==> config.mk <==
export PLATFORM = sky130hd
export DESIGN_NAME = i2s_stereo_fifo
export DESIGN_NICKNAME = d
export VERILOG_FILES = /design/src/rtl/i2s_stereo_fifo.sv
export SDC_FILE = /design/constraint.sdc
export NUM_CORES = 1
export LEC_CHECK = 0
export CORE_AREA = 2 2 198 200
export CTS_BUF_LIST = sky130_fd_sc_hd__clkbuf_2
export CTS_CLUSTER_DIAMETER = 50
export CTS_CLUSTER_SIZE = 14
export DETAILED_ROUTE_END_ITERATION = 12
export DIE_AREA = 0 0 200 202
export GPL_TIMING_DRIVEN = 0
export PLACE_DENSITY_LB_ADDON = 0.12
export SLEW_MARGIN = 20
export SYNTH_ARGS = -nofsm -noshare
export SYNTH_HDL_FRONTEND = slang
export SYNTH_SLANG_ARGS = --single-unit
==> constraint.sdc <==
create_clock -name clk -period 5.99 [get_ports clk]
set_input_delay 1.198 -clock clk [delete_from_list [all_inputs] [get_ports clk]]
set_output_delay 1.198 -clock clk [all_outputs]
set_load 0.01 [all_outputs]
==> src/rtl/i2s_stereo_fifo.sv <==
// Pairs left/right I2S words into stereo frames and buffers them in a show-ahead
// FIFO with sticky pairing-error and overflow flags.
module i2s_stereo_fifo #(
  parameter int DATA_SIZE = 16,
  parameter int DEPTH     = 16
) (
  input  logic                       clk,
  input  logic                       rst,
  input  logic                       sample_valid,
  input  logic [DATA_SIZE-1:0]       sample_data,
  input  logic                       sample_ch,
  output logic                       frame_valid,
  input  logic                       frame_ready,
  output logic [DATA_SIZE-1:0]       frame_left,
  output logic [DATA_SIZE-1:0]       frame_right,
  output logic [$clog2(DEPTH):0]     level,
  output logic                       overflow,
  output logic                       sync_err,
  input  logic                       clear_flags,
  output logic                       pair_state
);

  localparam int AW = $clog2(DEPTH);
  localparam int LW = AW + 1;
  localparam logic [LW-1:0] FULL = LW'(DEPTH);

  typedef enum logic {IDLE = 1'b0, HAVE_L = 1'b1} pair_t;

  pair_t                  state;
  logic [DATA_SIZE-1:0]   hold_l;
  logic [2*DATA_SIZE-1:0] mem [DEPTH];
  logic [AW-1:0]          wr_ptr;
  logic [AW-1:0]          rd_ptr;

  logic          push;
  logic          push_ok;
  logic          pop;
  logic          sync_set;
  logic          ovf_set;
  logic [LW-1:0] level_nxt;

  // Consumer handshake: a frame transfers on any rising edge where frame_valid
  // and frame_ready are both high; frame_valid never depends on frame_ready.
  assign pop = frame_valid & frame_ready;

  always_comb begin
    push      = 1'b0;
    sync_set  = 1'b0;
    push_ok   = 1'b0;
    ovf_set   = 1'b0;
    level_nxt = level;
    if (sample_valid) begin
      push     = (state == HAVE_L) & sample_ch;
      sync_set = (state == IDLE) ? sample_ch : ~sample_ch;
    end
    // A pop in the same cycle frees the slot a full FIFO would otherwise lack.
    push_ok = push & ((level != FULL) | pop);
    ovf_set = push & ~push_ok;
    if (push_ok & ~pop)      level_nxt = level + LW'(1);
    else if (~push_ok & pop) level_nxt = level - LW'(1);
  end

  always_ff @(posedge clk) begin
    if (rst) begin
      state       <= IDLE;
      hold_l      <= '0;
      wr_ptr      <= '0;
      rd_ptr      <= '0;
      level       <= '0;
      frame_valid <= 1'b0;
      overflow    <= 1'b0;
      sync_err    <= 1'b0;
    end else begin
      if (sample_valid) begin
        if (!sample_ch) begin
          hold_l <= sample_data;
          state  <= HAVE_L;
        end else begin
          state  <= IDLE;
        end
      end
      if (push_ok) wr_ptr <= wr_ptr + AW'(1);
      if (pop)     rd_ptr <= rd_ptr + AW'(1);
      level       <= level_nxt;
      frame_valid <= (level_nxt != '0);
      if (sync_set)         sync_err <= 1'b1;
      else if (clear_flags) sync_err <= 1'b0;
      if (ovf_set)          overflow <= 1'b1;
      else if (clear_flags) overflow <= 1'b0;
    end
  end

  always_ff @(posedge clk) begin
    if (push_ok) mem[wr_ptr] <= {hold_l, sample_data};
  end

  assign frame_left  = mem[rd_ptr][2*DATA_SIZE-1:DATA_SIZE];
  assign frame_right = mem[rd_ptr][DATA_SIZE-1:0];
  assign pair_state  = state;

endmodule

==> out/qor.csv <==
stage,metric,value,unit
global_route,antenna_found_initial,1,
logic_synthesis,synthArstFlopShare,0,%
pwr,peakVddDrop,166.3,uV
drt,wire_per_inst,28.85,um
drt,ant_nets,0,
floorplan,die_x,200,um
sta,slew_violations,0,
logic_synthesis,synthCells,906,
critical_path,cp_top_family,buffers and inverters,
logic_synthesis,syn_avg_cell_area,22.99,um^2
placed_design,pre_cts_slack,1.677,ns
logic_synthesis,synthFlopType,edfxtp_1,
drt,drc,0,
logic_synthesis,synth_top_area_share,73.82,%
placed_design,place_area,22460,um^2
clock_tree,post_cts_resized,0,
critical_path,crit_chain,clkbuf_1 -> buf_1 -> mux4_2 -> mux4_2 -> clkdlybuf4s50_1,
critical_path,reg2reg_depth,8,
critical_path,worst-path-max-fanout,10,
pwr,leakage,7.075,nW
critical_path,cp_slowest_stage_delay,0.75,ns
global_route,grtUsageTotal,23.90,%
global_route,grt_pass1_vias,9910,
floorplan,fp.coreArea,38290,um^2
logic_synthesis,yosysMostFrequentCell,edfxtp_1,
sta,rsz0062_at_grt,false,
critical_path,slowest_stage,buf_1,
critical_path,cp_data_arrival_time,4.09,ns
floorplan,num_rows,72,
floorplan,die_y,202,um
critical_path,critPathMostFrequentCell,mux4_2,
placed_design,placed_cells,1511,
logic_synthesis,syn-cell-area,20830,um^2
sta,final-setup-viol-count,0,
pwr,p_switching,1.719,mW
clock_tree,clk_latency,1.11,ns
drt,drtIter0Drc,1141,
logic_synthesis,synth-edff-count,512,
clock_tree,ctsHoldBuffers,0,
floorplan,io_pins,63,
logic_synthesis,synth_top_area_cell,edfxtp_1,
layout,nets,1075,
critical_path,critPathKind,flop to output pin,
floorplan,start_util,54.40,%
pwr,clock_power_share,24.6,%
sta,setup_slack,0.6997,ns
layout,area_growth,10.55,%
logic_synthesis,ys_types,35,
clock_tree,cts_setup_buffers,0,
sta,tightest_slew,1.051,ns
min_path,min_path_cells,2,
logic_synthesis,ys_ff_latch,549,
drt,num_vias,9792,
critical_path,crit_cells,5,
job,drv_cap,0,
sta,period_minus_slack,5.290,ns
critical_path,critPathCaptureType,output pin,
layout,drive_gt1_share,28.48,%
min_path,hold_class,flop to flop,
logic_synthesis,synth_warnings,0,
logic_synthesis,yosys-top-cells-count,"512 x edfxtp_1, 155 x mux4_2, 40 x nand2_1",
critical_path,crit_buf_inv,3,
placed_design,detailed_place_hpwl,27460,um
layout,final_area,23020,um^2
pwr,p_int,5.258,mW
layout,seqCellArea,16120,um^2
placed_design,io_buffers,61,
sta,fin_skew,0.1204,ns
logic_synthesis,synth_fp_nets,936,
sta,fin_crit_sh,88.32,%
placed_design,gp_congestion,0.7449,
logic_synthesis,synthTopCellsByArea,"edfxtp_1 74%, mux4_2 17%, dfxtp_1 3.6%",
pwr,total_power,6.977,mW
sta,hold_viol,0,
global_route,grt_overflow,0,
pwr,netSwitchingFraction,24.64,%
clock_tree,cts_max_level,2,
clock_tree,path_clk_slew,0.22,ns
clock_tree,clock_tree.root_cell,clkbuf_2,
floorplan,die_area,40400,um^2
status,status,"complete, no violations",
drt,drt_wl_total,46110,um
sta,max_freq,0.1890,GHz
clock_tree,cts_inserted_buffers,50,
layout,final_util,60.14,%
critical_path,cp-start-kind,flop,
pwr,combPwrFrac,14.4,%
drt,first_pass_iters,5,
pwr,power_frac_seq,61.1,%
global_route,grt_max_degree,33,
clock_tree,clock_sinks,549,
drt,vias_per_cell,6.128,
clock_tree,cts_tree,done,
global_route,grt_pass1_wl,67340,um
layout,multi_input_area,4503,um^2
pwr,power.density,303.0,nW/um^2
layout,final.fill_count,2722,
logic_synthesis,seq_area_frac_synth,77.38,%
layout,stdcell_count,1598,
sta,worst_slew_margin_rel,29.96,%
critical_path,required,4.79,ns
clock_tree,ctsLongestPathBuffers,3,
layout make-up:
type | count | area share [%]
diodes | 2 | 0.02174
plain buffers | 45 | 1.076
clock buffers | 71 | 1.543
clock inverters | 14 | 0.8749
inverters | 8 | 0.1304
multi-input cells | 304 | 19.56
flip-flops and latches | 549 | 69.99
well taps | 518 | 2.815
repair buffers | 87 | 3.989
through the flow:
stage | hold slack, ns | setup TNS [ns]
finish | 0.4942 | 0
global route | 0.4781 | 0
CTS | 0.4097 | 0
detailed placement | 0.4621 | 0
global placement | 0.4616 | -325.76
floorplan | 0.4678 | 0
worst paths after layout:
kind                                         to  slack (ns)     start
worst max-delay path            frame_right[10]        0.70      flop
worst min-delay path                   sync_err        0.49  sync_err
worst max register to register      mem[12][11]        2.57  level[0]
worst min register to register         sync_err        0.49  sync_err
routing by layer:
layer | GRT usage (%) | up-vias | wire length (um)
met1 | 36.77 | 5246 | 20140
met3 | 3.771 | 79 | 3203
met2 | 36.11 | 389 | 21630
met5 | 0 | - | 0
met4 | 6.931 | 0 | 1127
li1 | - | 4078 | -
tightest hold or removal path: cells and delay by family (launching register included):
| family | cells | cell delay [ns] |
|---|---|---|
| AND/OR/NAND/NOR | 1 | 0.06 |
| AO/OA/AOI/OAI | 1 | 0.05 |
| flip-flops | 1 | 0.37 |
sequential cells by signal, summed over array words and instances (netlist names), named ones only:
register,count
rd_ptr,4
mem,512
level,5
frame_valid,1
sync_err,1
overflow,1
wr_ptr,4
pair_state,1
hold_l,16
cells in the final DEF, fill, tap and decap left out, types with 4 or more instances in the layout:
cell             netlist  final
nand2_1               40     40
dfxtp_1               37     37
buf_1                  5      5
buf_6                  4      8
and2_4                 0      7
ha_1                   8      8
clkbuf_1              17     17
bufinv_16              0      4
clkdlybuf4s50_1        0     61
nor3_2                 1      5
nand2b_1               4      4
xor2_1                 7      7
edfxtp_1             512    512
buf_2                  8      8
inv_1                  8      8
nor2_4                 0      4
mux4_2               155    155
a21oi_1               24     24
buf_4                 10     26
mux4_1                 5      5
clkbuf_2               1     72
nor2_1                20     16
power by group through the flow:
stage / Combinational, mW / Clock, mW / Sequential [mW]
floorplan: 0.673 / 0 / 4.33
global placement: 1.01 / 0 / 4.34
detailed placement: 1.02 / 0 / 4.34
CTS: 1.02 / 1.76 / 4.26
global route: 1.08 / 1.87 / 4.27
finish: 1.00 / 1.71 / 4.26
logic make-up (layout without fill, tap and decap cells):
| logic type | after synthesis | in the layout | synth area share, % |
|---|---|---|---|
| and+or+nand+nor | 95 | 95 | 2.145 |
| DFF | 549 | 549 | 77.38 |
| buffers and inverters | 53 | 225 | 1.334 |
| other | 0 | 2 | 0 |
| AOI/OAI and AO/OA | 31 | 31 | 0.8531 |
| muxes | 160 | 160 | 17.39 |
| adders and majority gates | 8 | 8 | 0.4806 |
| xor gates and xnor gates | 10 | 10 | 0.4206 |
No activity file was read; power rests on OpenSTA's default activity.
